**src/rtl/riscv_rf_scoreboard_if.sv**
```systemverilog
// Issue, dual writeback, register-file write port and status signals of the scoreboard.
// RISCV_RF_SCOREBOARD_FWD_EN adds the forwarding outputs.
interface riscv_rf_scoreboard_if #(
  parameter int DATA_W = 32,
  parameter int ADDR_W = 5
);
  logic              issue_valid_i;
  logic              issue_ready_o;
  logic [ADDR_W-1:0] issue_rs1_i;
  logic [ADDR_W-1:0] issue_rs2_i;
  logic [ADDR_W-1:0] issue_rd_i;
  logic              issue_rd_we_i;
  logic              wb0_valid_i;
  logic [ADDR_W-1:0] wb0_addr_i;
  logic [DATA_W-1:0] wb0_data_i;
  logic              wb0_ready_o;
  logic              wb1_valid_i;
  logic [ADDR_W-1:0] wb1_addr_i;
  logic [DATA_W-1:0] wb1_data_i;
  logic              wb1_ready_o;
  logic [ADDR_W-1:0] AddrD_o;
  logic [DATA_W-1:0] DataD_o;
  logic              RegWEn_o;
  logic [3:0]        outstanding_o;
  logic              err_o;
`ifdef RISCV_RF_SCOREBOARD_FWD_EN
  logic              fwd_a_o;
  logic              fwd_b_o;
  logic [DATA_W-1:0] fwd_data_o;
`endif

  modport slave (
    input  issue_valid_i, issue_rs1_i, issue_rs2_i, issue_rd_i, issue_rd_we_i,
    input  wb0_valid_i, wb0_addr_i, wb0_data_i, wb1_valid_i, wb1_addr_i, wb1_data_i,
    output issue_ready_o, wb0_ready_o, wb1_ready_o,
    output AddrD_o, DataD_o, RegWEn_o, outstanding_o, err_o
`ifdef RISCV_RF_SCOREBOARD_FWD_EN
    , output fwd_a_o, fwd_b_o, fwd_data_o
`endif
  );

  modport master (
    output issue_valid_i, issue_rs1_i, issue_rs2_i, issue_rd_i, issue_rd_we_i,
    output wb0_valid_i, wb0_addr_i, wb0_data_i, wb1_valid_i, wb1_addr_i, wb1_data_i,
    input  issue_ready_o, wb0_ready_o, wb1_ready_o,
    input  AddrD_o, DataD_o, RegWEn_o, outstanding_o, err_o
`ifdef RISCV_RF_SCOREBOARD_FWD_EN
    , input fwd_a_o, fwd_b_o, fwd_data_o
`endif
  );
endinterface

```
**src/rtl/riscv_rf_scoreboard.sv**
```systemverilog
// Register-file scoreboard: pending bits, hazard stall, outstanding limit, round-robin writeback.
// Define RISCV_RF_SCOREBOARD_FWD_EN to forward the committing write to the issue stage.
module riscv_rf_scoreboard #(
  parameter int DATA_W  = 32,
  parameter int ADDR_W  = 5,
  parameter int MAX_OUT = 4
) (
  input  logic                  clk_i,
  input  logic                  rst_ni,
  riscv_rf_scoreboard_if.slave  bus
);
  localparam int         NREG      = 1 << ADDR_W;
  localparam logic [3:0] MAX_OUT_C = 4'(MAX_OUT);

  logic              pending_reg [NREG];
  logic              busy        [NREG];
  logic [3:0]        outstanding_reg, outstanding_next;
  logic              last_grant_reg;
  logic [ADDR_W-1:0] addr_reg;
  logic [DATA_W-1:0] data_reg;
  logic              wen_reg;
  logic              err_reg;

  logic              haz, issue_fire, set_en, clr_en, dec_en;
  logic              grant0, grant1, grant_any;
  logic [ADDR_W-1:0] grant_addr;
  logic [DATA_W-1:0] grant_data;

  // The write on AddrD this cycle retires its pending bit at the closing edge.
  assign clr_en     = wen_reg & pending_reg[addr_reg];
  assign dec_en     = clr_en & (outstanding_reg != 4'd0);
  assign haz        = busy[bus.issue_rs1_i] | busy[bus.issue_rs2_i]
                    | (bus.issue_rd_we_i & busy[bus.issue_rd_i]);
  assign issue_fire = bus.issue_valid_i & ~haz & (outstanding_reg < MAX_OUT_C);
  assign set_en     = issue_fire & bus.issue_rd_we_i & (bus.issue_rd_i != '0);

  genvar gi;
  generate
    for (gi = 0; gi < NREG; gi++) begin : g_pend
      if (gi == 0) begin : g_zero
        assign pending_reg[gi] = 1'b0;
        assign busy[gi]        = 1'b0;
      end else begin : g_bit
        logic set_hit, clr_hit;
        assign set_hit = set_en & (bus.issue_rd_i == ADDR_W'(gi));
        assign clr_hit = clr_en & (addr_reg == ADDR_W'(gi));
`ifdef RISCV_RF_SCOREBOARD_FWD_EN
        assign busy[gi] = pending_reg[gi] & ~(wen_reg & (addr_reg == ADDR_W'(gi)));
`else
        assign busy[gi] = pending_reg[gi];
`endif
        // Set has priority so a forwarded re-issue of the same rd stays pending.
        always_ff @(posedge clk_i or negedge rst_ni) begin
          if (!rst_ni)      pending_reg[gi] <= 1'b0;
          else if (set_hit) pending_reg[gi] <= 1'b1;
          else if (clr_hit) pending_reg[gi] <= 1'b0;
        end
      end
    end
  endgenerate

  always_comb begin
    outstanding_next = outstanding_reg;
    if (set_en & ~dec_en)      outstanding_next = outstanding_reg + 4'd1;
    else if (dec_en & ~set_en) outstanding_next = outstanding_reg - 4'd1;
  end

  // Contested cycles go to the source that did not win last time.
  assign grant0     = bus.wb0_valid_i & (~bus.wb1_valid_i | last_grant_reg);
  assign grant1     = bus.wb1_valid_i & (~bus.wb0_valid_i | ~last_grant_reg);
  assign grant_any  = grant0 | grant1;
  assign grant_addr = grant1 ? bus.wb1_addr_i : bus.wb0_addr_i;
  assign grant_data = grant1 ? bus.wb1_data_i : bus.wb0_data_i;

  always_ff @(posedge clk_i or negedge rst_ni) begin
    if (!rst_ni) begin
      outstanding_reg <= 4'd0;
      last_grant_reg  <= 1'b1;
      addr_reg        <= '0;
      data_reg        <= '0;
      wen_reg         <= 1'b0;
      err_reg         <= 1'b0;
    end else begin
      outstanding_reg <= outstanding_next;
      if (wen_reg & ~pending_reg[addr_reg]) err_reg <= 1'b1;
      if (grant_any) begin
        last_grant_reg <= grant1;
        addr_reg       <= grant_addr;
        data_reg       <= grant_data;
        wen_reg        <= (grant_addr != '0);
      end else begin
        wen_reg <= 1'b0;
      end
    end
  end

  assign bus.issue_ready_o = issue_fire;
  assign bus.wb0_ready_o   = grant0;
  assign bus.wb1_ready_o   = grant1;
  assign bus.AddrD_o       = addr_reg;
  assign bus.DataD_o       = data_reg;
  assign bus.RegWEn_o      = wen_reg;
  assign bus.outstanding_o = outstanding_reg;
  assign bus.err_o         = err_reg;
`ifdef RISCV_RF_SCOREBOARD_FWD_EN
  assign bus.fwd_a_o    = wen_reg & (bus.issue_rs1_i == addr_reg);
  assign bus.fwd_b_o    = wen_reg & (bus.issue_rs2_i == addr_reg);
  assign bus.fwd_data_o = data_reg;
`endif
endmodule

```
**src/flat_wrapper.sv**
```systemverilog
// flat-port wrapper written by rule: the top's interface ports become plain ports
module riscv_rf_scoreboard_flat 
#(
  parameter int DATA_W  = 32,
  parameter int ADDR_W  = 5,
  parameter int MAX_OUT = 4
)
  (clk_i, rst_ni, bus_issue_valid_i, bus_issue_rs1_i, bus_issue_rs2_i, bus_issue_rd_i, bus_issue_rd_we_i, bus_wb0_valid_i, bus_wb0_addr_i, bus_wb0_data_i, bus_wb1_valid_i, bus_wb1_addr_i, bus_wb1_data_i, bus_issue_ready_o, bus_wb0_ready_o, bus_wb1_ready_o, bus_AddrD_o, bus_DataD_o, bus_RegWEn_o, bus_outstanding_o, bus_err_o);
  riscv_rf_scoreboard_if #(.DATA_W(DATA_W), .ADDR_W(ADDR_W)) bus_i ();
  input  logic clk_i;
  input  logic rst_ni;
  input wire logic [$bits(bus_i.issue_valid_i)-1:0] bus_issue_valid_i;
  input wire logic [$bits(bus_i.issue_rs1_i)-1:0] bus_issue_rs1_i;
  input wire logic [$bits(bus_i.issue_rs2_i)-1:0] bus_issue_rs2_i;
  input wire logic [$bits(bus_i.issue_rd_i)-1:0] bus_issue_rd_i;
  input wire logic [$bits(bus_i.issue_rd_we_i)-1:0] bus_issue_rd_we_i;
  input wire logic [$bits(bus_i.wb0_valid_i)-1:0] bus_wb0_valid_i;
  input wire logic [$bits(bus_i.wb0_addr_i)-1:0] bus_wb0_addr_i;
  input wire logic [$bits(bus_i.wb0_data_i)-1:0] bus_wb0_data_i;
  input wire logic [$bits(bus_i.wb1_valid_i)-1:0] bus_wb1_valid_i;
  input wire logic [$bits(bus_i.wb1_addr_i)-1:0] bus_wb1_addr_i;
  input wire logic [$bits(bus_i.wb1_data_i)-1:0] bus_wb1_data_i;
  output wire logic [$bits(bus_i.issue_ready_o)-1:0] bus_issue_ready_o;
  output wire logic [$bits(bus_i.wb0_ready_o)-1:0] bus_wb0_ready_o;
  output wire logic [$bits(bus_i.wb1_ready_o)-1:0] bus_wb1_ready_o;
  output wire logic [$bits(bus_i.AddrD_o)-1:0] bus_AddrD_o;
  output wire logic [$bits(bus_i.DataD_o)-1:0] bus_DataD_o;
  output wire logic [$bits(bus_i.RegWEn_o)-1:0] bus_RegWEn_o;
  output wire logic [$bits(bus_i.outstanding_o)-1:0] bus_outstanding_o;
  output wire logic [$bits(bus_i.err_o)-1:0] bus_err_o;
  assign bus_i.issue_valid_i = bus_issue_valid_i;
  assign bus_i.issue_rs1_i = bus_issue_rs1_i;
  assign bus_i.issue_rs2_i = bus_issue_rs2_i;
  assign bus_i.issue_rd_i = bus_issue_rd_i;
  assign bus_i.issue_rd_we_i = bus_issue_rd_we_i;
  assign bus_i.wb0_valid_i = bus_wb0_valid_i;
  assign bus_i.wb0_addr_i = bus_wb0_addr_i;
  assign bus_i.wb0_data_i = bus_wb0_data_i;
  assign bus_i.wb1_valid_i = bus_wb1_valid_i;
  assign bus_i.wb1_addr_i = bus_wb1_addr_i;
  assign bus_i.wb1_data_i = bus_wb1_data_i;
  assign bus_issue_ready_o = bus_i.issue_ready_o;
  assign bus_wb0_ready_o = bus_i.wb0_ready_o;
  assign bus_wb1_ready_o = bus_i.wb1_ready_o;
  assign bus_AddrD_o = bus_i.AddrD_o;
  assign bus_DataD_o = bus_i.DataD_o;
  assign bus_RegWEn_o = bus_i.RegWEn_o;
  assign bus_outstanding_o = bus_i.outstanding_o;
  assign bus_err_o = bus_i.err_o;
  riscv_rf_scoreboard #(.DATA_W(DATA_W), .ADDR_W(ADDR_W), .MAX_OUT(MAX_OUT)) u_core (.clk_i(clk_i), .rst_ni(rst_ni), .bus(bus_i));
endmodule
```
**config.mk**
```make
export PLATFORM = sky130hd
export DESIGN_NAME = riscv_rf_scoreboard_flat
export DESIGN_NICKNAME = d
export VERILOG_FILES = /design/src/rtl/riscv_rf_scoreboard_if.sv /design/src/rtl/riscv_rf_scoreboard.sv /design/src/flat_wrapper.sv
export SDC_FILE = /design/constraint.sdc
export NUM_CORES = 1
export LEC_CHECK = 0
export CORE_MARGIN = 1
export CORE_UTILIZATION = 44
export DETAILED_ROUTE_END_ITERATION = 8
export PLACE_DENSITY = 0.82
export SKIP_LAST_GASP = 1
export SLEW_MARGIN = 10
export SYNTH_ARGS = -nofsm -noshare
export SYNTH_HDL_FRONTEND = slang
export SYNTH_SLANG_ARGS = --single-unit
```
**constraint.sdc**
```tcl
create_clock -name clk_i -period 3.5 [get_ports clk_i]
set_input_delay 0.7 -clock clk_i [delete_from_list [all_inputs] [get_ports clk_i]]
set_output_delay 0.7 -clock clk_i [all_outputs]
set_load 0.02 [all_outputs]
```
==> metrics.yaml <==
place:
  dpl_cell_area_sq_um: 6430
  routabilityCongestion: 0.960
  io_buffers: 140
  place_hpwl_mm: 10.9
global_routing:
  grt_pass1_vias: 4779
  track_usage_pct: 27.6
  grt_pass1_wl_mm: 23.8
  gr-total-overflow: 0
  grt_max_degree: 76
  antenna_found_initial: 0
sta:
  setup_viol: 0
  fmax_mhz: 293
  tns_ns: 0
  final-max-slew-violation-count: 0
  worst-slew-pin-transition_ns: 0.944
  period_share_pct: 97.4
  final-hold-violation-count: 0
  min_period_ns: 3.41
  finClkSkew_ns: 0.0118
  relSlewSlack_pct: 37.1
  whs_ns: 0.472
clocking:
  clockRootBuffer: "clkbuf_8"
  clock-sinks: 75
  cts_tree: "yes"
  hold_buffers: 0
  insertion_delay_ns: 0.35
  cts.clk_slew.worst_paths_ns: 0.08
  clock_path_buffers: 2
  htree_levels: 3
  numCtsBuffers: 9
cells_and_area:
  diodes: 0
  fill_cells: 778
  fin_area_sq_um: 6670
  seq_area_sq_um: 1880
  largest_reg_flops: 32
  area_delta_synth_final_pct: 39.3
  final_util_pct: 64.1
  multiInputGateArea_sq_um: 2720
  final_nets: 689
  drive_gt1_share_pct: 22.4
critical_path:
  critical_path_class: "input pin to flip-flop"
  required_ns: 3.74
  critPathMaxFanout: 3
  worstPathArrival_ns: 3.65
  startpoint_type: "input pin"
  worst_setup_path_end_kind: "flip-flop"
yosys:
  yosys-top-cells-area: "dfrtp_1, mux4_2, o41ai_2"
  ys_warn_count: 0
  ys.flop_type: "dfrtp_1"
  synth.distinct_cells: 51
  synth_top_cell_by_area: "dfrtp_1"
  synth_area_per_cell_sq_um: 10.9
  ys_seq_elements: 75
  yosysTopAreaCellShare_pct: 38.7
  syn_area_sq_um: 4790
  synth_nets: 537
  async_flop_share_pct: 100
  yosysMostFrequentCell: "dfrtp_1"
  synth_common_cells: "dfrtp_1, nor2_1, o21ai_0"
  synth_edf_count: 0
  synthCells: 438
  seq_area_frac_synth_pct: 39.2
floorplan:
  floorplan.initialDensity_pct: 46.0
  boundaryPins: 141
  dieArea_sq_um: 11300
  placementRows: 37
  fp.dieW_um: 106
  core_area_sq_um: 10400
  die_y_um: 106
routing:
  dr.first_iter.drc_count: 391
  routedWlPerCell_um: 20.4
  vias: 4429
  drt_pass1_iterations: 5
  route.detailed.drc: 0
  vias_per_cell: 6.06
  ant_nets: 0
  wl_mm: 14.9
job:
  max_cap_violations: 0
run_status:
  status: "completed"
pwr:
  totalPowerFinal_mw: 4.10
  power.leakage_nw: 2.68
  powerDensity_nw_per_um2: 614
  vdd_ir_drop_max_mv: 0.379
hold_path:
  holdCritPathClass: "input pin to async pin"
==> layer usage <==
layer	GRT usage (%)	routed length, um	up-vias
li1	-	-	1977
met1	32.7	5600	2134
met2	44.9	7120	269
met3	10.5	1810	49
met4	11.9	416	0
met5	0	0	-
==> worst paths after layout <==
path | end | cells past startpoint | startpoint | slack (ns)
max reg2reg | u_core.bus.outstanding_o[3] | 12 | u_core.bus.AddrD_o[0] | 0.18
min | u_core.bus.outstanding_o[0] | 1 | rst_ni | 0.47
min in group clk_i | u_core.bus.err_o | 1 | u_core.bus.err_o | 0.47
max | u_core.bus.outstanding_o[3] | 15 | bus_issue_rd_i[0] | 0.09
min reg2reg | u_core.bus.err_o | 1 | u_core.bus.err_o | 0.47
max in group asynchronous | u_core.busy[11] | 1 | rst_ni | 2.38
==> per-stage QoR <==
step,cells,worst slack [ns]
floorplan,438,-0.287
global placement,714,-0.752
detailed placement,714,-0.739
CTS,730,-0.0214
global route,731,-0.00920
finish,731,0.0919
==> placed cells by master, fill, tap and decap left out, types with 3 or more instances in the layout <==
cell type and instances:
clkdlybuf4s50_1 133, dfrtp_1 74, nor2_1 72, buf_4 36
o21ai_0 33, nand2_1 32, o22ai_1 31, o41ai_2 27
mux4_2 24, mux2i_1 16, clkbuf_8 10, nand3_1 9
a31oi_1 7, mux2_2 6, inv_1 5, nor2b_1 5
o41ai_1 5, mux4_1 3, or2_2 3, nand2b_1 3
xnor2_1 3, o221a_2 3, and2b_2 3
==> kinds of logic (layout without fill, tap and decap cells) <==
| logic type | count (synthesis) | after routing | synth area share, % |
|---|---|---|---|
| AO/OA/AOI/OAI | 124 | 124 | 22.4 |
| XOR/XNOR | 4 | 4 | 0.732 |
| adder cells (fa/ha/maj) | 4 | 4 | 1.20 |
| buffers and inverters | 40 | 197 | 5.51 |
| flip-flops | 75 | 75 | 39.2 |
| multiplexers | 49 | 49 | 17.7 |
| AND/OR/NAND/NOR | 142 | 142 | 13.2 |
==> where the power goes <==
| group | internal, mW | switching, mW |
|---|---|---|
| Sequential | 1.13 | 0.436 |
| Clock | 0.422 | 0.322 |
| Combinational | 0.982 | 0.811 |
==> critical path: stages <==
cell and delay, ns:
clkbuf_2 0.10, mux4_2 0.49, and3_1 0.16, or4_4 0.55
o21ai_4 0.19, o221ai_4 0.16, nor3_2 0.20, ha_2 0.21
inv_2 0.06, ha_4 0.21, a21o_1 0.16, a21oi_2 0.13
xnor2_1 0.12, nor2_1 0.06, xor2_1 0.14
==> timing repair <==
action	CTS	global route
resized for setup	10	7
endpoints found under the hold margin	0	0
buffers inserted	0	1
endpoints found under the setup margin	4	2
pin swaps	4	5
==> layout make-up <==
class                           count  share of cell area (%)
Clock buffer                       12                    2.18
Inverter                            6                   0.338
Multi-Input combinational cell    323                    40.8
Timing Repair Buffer              175                    24.9
Clock inverter                      4                    1.11
Sequential cell                    75                    28.1
Tap cell                          136                    2.55
(Power assumes the default switching activity.)
